$ cat config.mk
export PLATFORM = sky130hd
export DESIGN_NAME = tri_packet_rx
export DESIGN_NICKNAME = d
export VERILOG_FILES = /design/src/rtl/defines_package.sv /design/src/rtl/tri_fifo.sv /design/src/rtl/tri_packet_rx.sv
export SDC_FILE = /design/constraint.sdc
export NUM_CORES = 1
export LEC_CHECK = 0
export CAP_MARGIN = 20
export CORE_MARGIN = 2
export CORE_UTILIZATION = 55
export CTS_CLUSTER_DIAMETER = 40
export DETAILED_ROUTE_END_ITERATION = 16
export PLACE_DENSITY = 0.75
export SLEW_MARGIN = 30
export SYNTH_ARGS = -nofsm -noshare
export SYNTH_HDL_FRONTEND = slang
export SYNTH_SLANG_ARGS = --single-unit
$ cat constraint.sdc
create_clock -name clk -period 17.7 [get_ports clk]
set_input_delay 1.77 -clock clk [delete_from_list [all_inputs] [get_ports clk]]
set_output_delay 1.77 -clock clk [all_outputs]
set_load 0.01 [all_outputs]
$ cat src/rtl/defines_package.sv
`default_nettype none
// ============================================================================
//  Module      : defines_package
//  Description : Shared geometry/colour types and triangle stream markers.
//  Revision    : 1.0 - initial release
// ============================================================================
package defines_package;

    localparam logic [31:0] FRAME_START = 32'd0;
    localparam logic [31:0] FRAME_END   = 32'd1;
    localparam int          TRI_WORDS   = 6;

    typedef struct packed {
        logic [15:0] x;
        logic [15:0] y;
        logic [15:0] z;
    } Point3D;

    typedef struct packed {
        Point3D p;
        Point3D q;
        Point3D r;
    } Triangle3D;

    typedef struct packed {
        logic [7:0] r;
        logic [7:0] g;
        logic [7:0] b;
    } Color;

    typedef struct packed {
        Triangle3D geom;
        Color      col;
    } TriPacket;

    typedef enum logic [0:0] {
        ST_IDLE  = 1'b0,
        ST_FRAME = 1'b1
    } rx_state_t;

    // Builds a packet from the five buffered words plus the blue byte of w5.
    function automatic TriPacket unpack_words(input logic [4:0][31:0] w,
                                              input logic [7:0]       blue);
        TriPacket pk;
        pk.geom.p.x = w[0][15:0];
        pk.geom.p.y = w[0][31:16];
        pk.geom.p.z = w[1][15:0];
        pk.geom.q.x = w[1][31:16];
        pk.geom.q.y = w[2][15:0];
        pk.geom.q.z = w[2][31:16];
        pk.geom.r.x = w[3][15:0];
        pk.geom.r.y = w[3][31:16];
        pk.geom.r.z = w[4][15:0];
        pk.col.r    = w[4][23:16];
        pk.col.g    = w[4][31:24];
        pk.col.b    = blue;
        return pk;
    endfunction

endpackage
`default_nettype wire

$ cat src/rtl/tri_fifo.sv
`default_nettype none
// ============================================================================
//  Module      : tri_fifo
//  Description : Synchronous first-word-fall-through FIFO of TriPacket.
//  Revision    : 1.0 - initial release
// ============================================================================
module tri_fifo
    import defines_package::*;
#(
    parameter int DEPTH = 4
) (
    input  logic                   clk,
    input  logic                   n_rst,
    input  logic                   push_i,
    input  TriPacket               data_i,
    input  logic                   pop_i,
    output TriPacket               head_o,
    output logic                   full_o,
    output logic                   empty_o,
    output logic [$clog2(DEPTH):0] count_o
);

    localparam int            AW       = $clog2(DEPTH);
    localparam logic [AW:0]   FULL_CNT = (AW + 1)'(DEPTH);

    TriPacket    mem_q [DEPTH];
    logic [AW:0] wr_ptr_q;
    logic [AW:0] wr_ptr_d;
    logic [AW:0] rd_ptr_q;
    logic [AW:0] rd_ptr_d;
    logic        do_push;
    logic        do_pop;

    // Pointers carry one extra wrap bit so full and empty are distinguishable.
    assign count_o = wr_ptr_q - rd_ptr_q;
    assign full_o  = (count_o == FULL_CNT);
    assign empty_o = (wr_ptr_q == rd_ptr_q);
    assign do_push = push_i & ~full_o;
    assign do_pop  = pop_i & ~empty_o;
    assign head_o  = mem_q[rd_ptr_q[AW-1:0]];

    always_comb begin
        wr_ptr_d = wr_ptr_q;
        rd_ptr_d = rd_ptr_q;
        if (do_push) begin
            wr_ptr_d = wr_ptr_q + 1'b1;
        end
        if (do_pop) begin
            rd_ptr_d = rd_ptr_q + 1'b1;
        end
    end

    always_ff @(posedge clk) begin
        if (!n_rst) begin
            wr_ptr_q <= '0;
            rd_ptr_q <= '0;
        end else begin
            wr_ptr_q <= wr_ptr_d;
            rd_ptr_q <= rd_ptr_d;
        end
    end

    always_ff @(posedge clk) begin
        if (do_push) begin
            mem_q[wr_ptr_q[AW-1:0]] <= data_i;
        end
    end

endmodule
`default_nettype wire

$ cat src/rtl/tri_packet_rx.sv
`default_nettype none
// ============================================================================
//  Module      : tri_packet_rx
//  Description : Assembles six-word triangle packets framed by start/end
//                markers from a word stream and queues them for a consumer.
//  Revision    : 1.0 - initial release
// ============================================================================
module tri_packet_rx
    import defines_package::*;
#(
    parameter int FIFO_DEPTH     = 4,
    parameter int TIMEOUT_CYCLES = 1024,
    parameter int COUNT_W        = 16
) (
    input  logic               clk,
    input  logic               n_rst,
    input  logic [31:0]        ahb_buffer,
    input  logic               ahb_data_available,
    output logic               ahb_user_read_buffer,
    output Triangle3D          triangle,
    output Color               color,
    output logic               tri_ready,
    input  logic               tri_read,
    output logic               frame_active,
    output logic               frame_done,
    output logic [COUNT_W-1:0] tri_count,
    output logic               protocol_error
);

    localparam int              WD_W     = (TIMEOUT_CYCLES > 0) ? $clog2(TIMEOUT_CYCLES + 1) : 1;
    localparam int              CNT_W    = $clog2(FIFO_DEPTH) + 1;
    localparam bit              WD_EN    = (TIMEOUT_CYCLES > 0);
    localparam logic [WD_W-1:0] WD_LIMIT = WD_W'(TIMEOUT_CYCLES);
    localparam logic [2:0]      LAST_IDX = 3'(TRI_WORDS - 1);

    rx_state_t          state_q, state_d;
    logic [2:0]         idx_q, idx_d;
    logic [WD_W-1:0]    wdog_q, wdog_d, wdog_inc;
    logic [COUNT_W-1:0] cnt_q, cnt_d;
    logic               perr_q, perr_d;
    logic               fdone_q, fdone_d;
    logic [4:0][31:0]   words_q;

    logic               accept;
    logic               push;
    logic               fifo_full;
    logic               fifo_empty;
    logic [CNT_W-1:0]   fifo_count;
    TriPacket           fifo_head;
    TriPacket           assembled;

    assign accept               = n_rst & ahb_data_available & ~fifo_full;
    assign ahb_user_read_buffer = accept;
    assign wdog_inc             = wdog_q + 1'b1;
    assign assembled            = unpack_words(words_q, ahb_buffer[7:0]);

    always_comb begin
        state_d = state_q;
        idx_d   = idx_q;
        wdog_d  = wdog_q;
        cnt_d   = cnt_q;
        perr_d  = 1'b0;
        fdone_d = 1'b0;
        push    = 1'b0;
        case (state_q)
            ST_IDLE: begin
                if (accept) begin
                    if (ahb_buffer == FRAME_START) begin
                        state_d = ST_FRAME;
                        idx_d   = '0;
                        wdog_d  = '0;
                        cnt_d   = '0;
                    end else begin
                        perr_d  = 1'b1;
                    end
                end
            end
            ST_FRAME: begin
                if (accept) begin
                    wdog_d = '0;
                    if (idx_q == '0 && ahb_buffer == FRAME_START) begin
                        perr_d = 1'b1;
                        cnt_d  = '0;
                    end else if (idx_q == '0 && ahb_buffer == FRAME_END) begin
                        state_d = ST_IDLE;
                        fdone_d = 1'b1;
                    end else if (idx_q == LAST_IDX) begin
                        push  = 1'b1;
                        idx_d = '0;
                        if (cnt_q != '1) begin
                            cnt_d = cnt_q + 1'b1;
                        end
                    end else begin
                        idx_d = idx_q + 3'd1;
                    end
                end else if (WD_EN && idx_q != '0) begin
                    // Stalled mid-packet: drop the partial packet once the limit is hit.
                    if (wdog_inc == WD_LIMIT) begin
                        wdog_d = '0;
                        idx_d  = '0;
                        perr_d = 1'b1;
                    end else begin
                        wdog_d = wdog_inc;
                    end
                end
            end
            default: begin
                state_d = ST_IDLE;
                idx_d   = '0;
            end
        endcase
    end

    always_ff @(posedge clk) begin
        if (!n_rst) begin
            state_q <= ST_IDLE;
            idx_q   <= '0;
            wdog_q  <= '0;
            cnt_q   <= '0;
            perr_q  <= 1'b0;
            fdone_q <= 1'b0;
        end else begin
            state_q <= state_d;
            idx_q   <= idx_d;
            wdog_q  <= wdog_d;
            cnt_q   <= cnt_d;
            perr_q  <= perr_d;
            fdone_q <= fdone_d;
        end
    end

    always_ff @(posedge clk) begin
        if (accept && state_q == ST_FRAME && idx_q != LAST_IDX) begin
            words_q[idx_q] <= ahb_buffer;
        end
    end

    tri_fifo #(
        .DEPTH (FIFO_DEPTH)
    ) u_fifo (
        .clk     (clk),
        .n_rst   (n_rst),
        .push_i  (push),
        .data_i  (assembled),
        .pop_i   (tri_read),
        .head_o  (fifo_head),
        .full_o  (fifo_full),
        .empty_o (fifo_empty),
        .count_o (fifo_count)
    );

    a_fifo_count: assert property (@(posedge clk) disable iff (!n_rst)
        (fifo_count <= CNT_W'(FIFO_DEPTH)) && (fifo_full == (fifo_count == CNT_W'(FIFO_DEPTH))));

    assign triangle       = fifo_head.geom;
    assign color          = fifo_head.col;
    assign tri_ready      = ~fifo_empty;
    assign frame_active   = (state_q == ST_FRAME);
    assign frame_done     = fdone_q;
    assign protocol_error = perr_q;
    assign tri_count      = cnt_q;

endmodule
`default_nettype wire

# Word level (Yosys, flattened, before mapping)
# Memory sizes are Yosys's and may differ from the RTL's. A register that Yosys moved wholly into a read port is not among the register bits.
# Cells that the tools add are included.
word_totals:
  ram_bits: 672
  in_bits: 36
  elab_cells: 109
  regBits: 199
  memories: 1
  output_inout_bits: 189
memory_table:
  columns: ["memory", "words", "width", "rd", "rd_clocked_by_memory_dff", "wr", "line", "source"]
  rows:
  - ["u_fifo.mem_q", 4, 168, 1, 1, 1, "tri_fifo.sv:26", "TriPacket mem_q [DEPTH];"]
classes:
  mux: 49
  eq_ne: 17
  addsub: 6
  n_reduce_logical: 12
  n_bitwise: 9
  magnitude_cmp: 2
op_table:
  columns: ["op", "n"]
  rows:
  - ["$bwmux 160", 1]
  - ["$mux 16", 7]
  - ["$demux 32 s3", 1]
  - ["$mux 11", 5]
  - ["$eq 32x1->1 const B", 1]
  - ["$logic_not 32->1", 1]
  - ["$mux 32", 1]
  - ["$pmux 16 s2", 1]
  - ["$mux 3", 8]
  - ["$pmux 11 s2", 1]
  - ["$mux 1", 19]
  - ["$add 16x1->16 const B", 1]
  - ["$ne 16x16->1 const B", 1]
  - ["$ne 3x1->1 const B", 4]
  - ["$ne 3x3->1 const B", 4]
  - ["$reduce_and 6->1", 2]
  - ["$add 11x1->11 const B", 1]
  - ["$eq 11x11->1 const B", 1]
  - ["$add 3x1->3 const B", 3]
  - ["$eq 3x3->1 const B", 2]
  - ["$pmux 3 s2", 1]
  - ["$logic_and 1x1->1", 5]
  - ["$not 1->1", 5]
  - ["$and 1x1->1", 4]
  - ["12 further kinds", 15]

# Longest topological paths before layout
logic_depth:
  depth_word: 9
  mapped_depth: 9
  depth_no_buf: 8

# Cells and area by module
# A second synthesis with hierarchy kept.
hier_totals:
  hier_cells: 1358
  hier_area_um2: 31487.7
by_module_without_submodules:
  columns: ["mod", "area_each_um2", "instances", "seq_area_each_um2", "cells_each"]
  rows:
  - ["tri_fifo", 24701.2, 1, 20339.5, 929]
  - ["tri_packet_rx", 6786.5, 1, 5465.2, 429]

# Least setup slack after synthesis
# OpenSTA, ideal clock, no wires.
synth_timing:
  path_type: "input to register"
  startpoint: "input n_rst"
  endpoint: "memory u_fifo.mem_q[3][0] (netlist bit), enable pin"
  setup_ns: 0.551
  t_arrival_ns: 6.210
  path_stages: 4
  t_required_ns: 17.149
  n_path_buf: 1
  path_slack_ns: 10.939
  path_cell_list: "and2_1 o211a_1 buf_2 and2_1"
synth_between:
  elab_chain_cells: 7
synth_rtl:
  columns: ["item", "line", "source"]
  rows:
  - ["start: declaration", "tri_packet_rx.sv:16", "input logic n_rst,"]
  - ["$and 1x1->1 (2 in a row)", "tri_packet_rx.sv:52", "assign accept = n_rst & ahb_data_available & ~fifo_full;"]
  - ["$mux 1", "tri_packet_rx.sv:79", "if (accept) begin"]
  - ["$mux 1", "tri_packet_rx.sv:65", "case (state_q)"]
  - ["$and 1x1->1", "tri_fifo.sv:38", "assign do_push = push_i & ~full_o;"]
  - ["$mux 1", "tri_fifo.sv:64", "if (do_push) begin"]
  - ["$mux 1 (implied by the code)", "tri_fifo.sv:65", "mem_q[wr_ptr_q[AW-1:0]] <= data_i;"]
  - ["end: declaration", "tri_fifo.sv:26", null]
# No other way between the ends.

# Worst setup path after layout
layout_timing:
  startpoint: "input n_rst"
  endpoint: "output ahb_user_read_buffer"
layout_between:
  elab_chain_cells: 2
layout_rtl:
  columns: ["item", "line", "source"]
  rows:
  - ["$and 1x1->1 (2 in a row)", "tri_packet_rx.sv:52", null]
  - ["end: declaration", "tri_packet_rx.sv:19", "output logic ahb_user_read_buffer,"]
# No other way between the ends.

==> out/qor.csv <==
metric,value,unit
Die W,243,um
Mapped Nets,1379,
H-tree depth,3,
fin crit share,0.332,
initial antenna violation count,1,
R2R Path End,u_fifo.mem_q[1][101],
CTS buffer count,101,
outcome,"finished, final reports clean",
All-Layer GR Usage,0.225,
number of setup buffers added after CTS,0,
Sw Share,0.198,
Top Family by Delay on Critical Path,buffers and inverters,
layout cells sized above 1,0.223,
Detail Route Antenna Nets,0,
Final Hold Vio Count,0,
clock share of power,0.479,
Psw,0.858,mW
Reg2Reg Depth,7,
critical path depth,4,
Resize count post-CTS,0,
Crit-path slowest cell,clkdlybuf4s50_1,
worst skew pair latency,0.65,ns
Initial Util,0.557,
Core ar.,0.0564,mm^2
critical path class,in -> out,
Area Growth Syn to Fin,21.4,%
Mapped Area,0.0314,mm^2
yosys warns,0,
Detailed Place HPWL,34600,um
required time of the critical path,15.93,ns
Initial DRC Count,1378,
# hold bufs at CTS,0,
Clock Skew,0.0212,ns
max incr delay on CP,0.84,ns
Avg WL per Cell,26.5,um
Max VDD drop,0.0000809,V
Reg2Reg Launch Point,u_fifo.wr_ptr_q[0],
# DRC,0,
"Seq/Total Area, Yosys",0.822,
leakage power,11.8,nW
pwr dens,114,mW/mm^2
die height,243,um
vias in the first global route,15300,
pre-CTS WS,11.89,ns
Int Pwr,3.48,mW
Placed Area,0.0346,mm^2
worst slew pin tran,0.959,ns
setup ws final,11.83,ns
Inst Count DP,2283,
Crit path buffers/inverters,2,
maximum clock rate,170,MHz
via/cell ratio,5.92,
Flop pwr share,0.515,
Post-synth EDFFs,832,
total number of vias,14669,
most frequent CP cell,clkdlybuf4s50_1,
first-pass GRT wire length,97800,um
flop-to-flop setup slack,13.94,ns
setup TNS,0,ns
Clock transition at path regs,0.06,ns
asr flop ratio synth,0,
total power,4.34,mW
Nets,1677,
launch point of the worst path,n_rst,
routability cong.,0.830,
synthesized flop and latch total,873,
Slew Limit Fails,0,
GR Overflow Total,0,
max-cap violation count,0,
ys flop type,edfxtp_1,
Longest Clk Path Bufs,3,
final setup violation count,0,
Hold WC Path Type,reg -> reg,
Max-slew headroom,0.361,
pin count of the biggest net entering global routing,144,
worst setup path endpoint,ahb_user_read_buffer,
Initial DRT Pass Iterations,5,
drt total wl,65700,um
CP arrival,4.10,ns
DIE AREA,0.0590,mm^2
combinational share of power,0.006,
Post-Layout Cell Count,2476,
unique cell type count in the Yosys netlist,63,
# clock sinks,873,
final instance area,0.0381,mm^2
RSZ-0062 raised after global routing,false,
CP cell instances,"clkdlybuf4s50_1, and2_1, a21boi_2, clkdlybuf4s50_1",
num rows,87,
clock root cell,clkbuf_16,
Tmin final,5.87,ns
worst-path fanout max,15,
critical path capture point type,output port,
Worst Setup Start Kind,input port,
Cells after Synth,1334,
CTS tree,built,
mean post-synth cell area,23.5,um^2
port bufs,224,
io pins,225,
how the worst min path moves through the flow:
| stage | start | endpoint | slack (ns) | depth (start not counted) |
|---|---|---|---|---|
| final | wdog_q[1] | wdog_q[1] | 0.48 | 2 |
| after global routing | assembled[109] | u_fifo.mem_q[0][109] | 0.50 | 0 |
| after CTS | wdog_q[1] | wdog_q[1] | 0.48 | 2 |
| after detailed placement | wdog_q[1] | wdog_q[1] | 0.47 | 2 |
| after global placement | wdog_q[1] | wdog_q[1] | 0.46 | 2 |
| after floorplan | wdog_q[1] | wdog_q[1] | 0.45 | 2 |
power groups by stage:
stage          clock network (mW)  logic (mW)  registers (mW)
2_1_floorplan                   0     0.00275            2.28
3_3_place_gp                    0      0.0240            2.28
3_5_place_dp                    0      0.0241            2.28
4_1_cts                      2.11      0.0245            2.23
5_1_grt                      2.19      0.0255            2.23
6_report                     2.08      0.0241            2.23
worst register-to-register path, stage by stage (launching register included):
cell and delay (ns):
dfxtp_1 0.35, inv_1 0.13, ha_1 0.15, nor2b_1 0.28
xor2_2 0.27, o211a_1 0.43, and2_4 0.82, buf_4 0.84
logic make-up (layout without fill, tap and decap cells):
family / count (synthesis) / in the layout / synth area share
flip-flops: 873 / 873 / 0.822
AND/OR/NAND/NOR: 147 / 147 / 0.0261
multiplexers: 169 / 169 / 0.121
buffers and inverters: 56 / 441 / 0.00789
XOR/XNOR: 8 / 8 / 0.00271
AO/OA/AOI/OAI: 72 / 72 / 0.0170
other: 0 / 1 / 0
adder cells (fa/ha/maj): 9 / 9 / 0.00359
synth_stat cells (4+ instances only):
cell	count	area share
a21o_1	4	0.00096
a21oi_1	23	0.0037
a311oi_1	4	0.0011
a31oi_1	6	0.0012
and2_1	9	0.0018
and3_1	8	0.0016
buf_1	7	0.00084
buf_2	21	0.0033
clkbuf_1	20	0.0024
dfxtp_1	41	0.026
edfxtp_1	832	0.80
ha_1	9	0.0036
inv_1	6	0.00072
mux4_2	168	0.12
nand2_1	28	0.0033
nand2b_1	6	0.0012
nand3_1	16	0.0026
nand3b_1	6	0.0014
nand4_1	4	0.00080
nor2_1	23	0.0027
nor3_1	9	0.0014
nor4_1	10	0.0020
o211a_1	4	0.0013
o21ai_0	7	0.0011
or3_1	8	0.0016
registers in the layout, summed over array words and instances (netlist names), named ones only:
| signal | count |
|---|---|
| u_fifo.mem_q | 672 |
| assembled | 160 |
| tri_count | 16 |
| wdog_q | 11 |
| idx_q | 3 |
| u_fifo.rd_ptr_q | 3 |
| u_fifo.wr_ptr_q | 3 |
| frame_active | 1 |
| frame_done | 1 |
| protocol_error | 1 |
area by class of cell:
type                    instances  area (um^2)
diodes                          1         2.50
clock buffers                 119         2620
clock inverters                71          795
fillers                      3493        18300
inverters                       6         22.5
multi-input cells             405         5390
flip-flops and latches        873        25800
well taps                     756          946
repair buffers                245         2520
metal layers:
layer / vias to the layer above / wire length [um] / part of all wire / global-route usage
met3: 88 / 4770 / 0.073 / 0.0508
met4: 0 / 1490 / 0.023 / 0.0707
met1: 7737 / 26800 / 0.41 / 0.312
met2: 584 / 32600 / 0.50 / 0.363
li1: 6260 / - / - / -
met5: - / 0 / 0 / 0
through the flow:
stage               hold slack [ns]  utilization
finish                        0.477        0.676
global placement              0.461        0.614
floorplan                     0.449            -
global route                  0.502        0.676
detailed placement            0.467        0.614
CTS                           0.475        0.675
cell usage in the layout, fill, tap and decap left out, types with 5 or more instances in the layout:
cell | Yosys | layout
nand2b_1 | 6 | 6
clkbuf_16 | 0 | 102
clkinvlp_4 | 0 | 12
mux4_2 | 168 | 168
inv_1 | 6 | 5
edfxtp_1 | 832 | 832
clkinv_1 | 0 | 10
and2_1 | 9 | 5
o21ai_0 | 7 | 7
clkdlybuf4s50_1 | 0 | 224
and3_1 | 8 | 8
nand3b_1 | 6 | 6
clkbuf_1 | 20 | 17
ha_1 | 9 | 9
dfxtp_1 | 41 | 39
nand2_1 | 28 | 28
or3_1 | 8 | 8
nor4_1 | 10 | 10
nor2_1 | 23 | 20
clkinv_2 | 0 | 12
nor3_1 | 9 | 8
inv_6 | 0 | 8
a31oi_1 | 6 | 6
a21oi_1 | 23 | 23
nand3_1 | 16 | 16
clkinv_4 | 0 | 13
bufinv_16 | 0 | 11
buf_4 | 1 | 11
(Power assumes the default switching activity.)
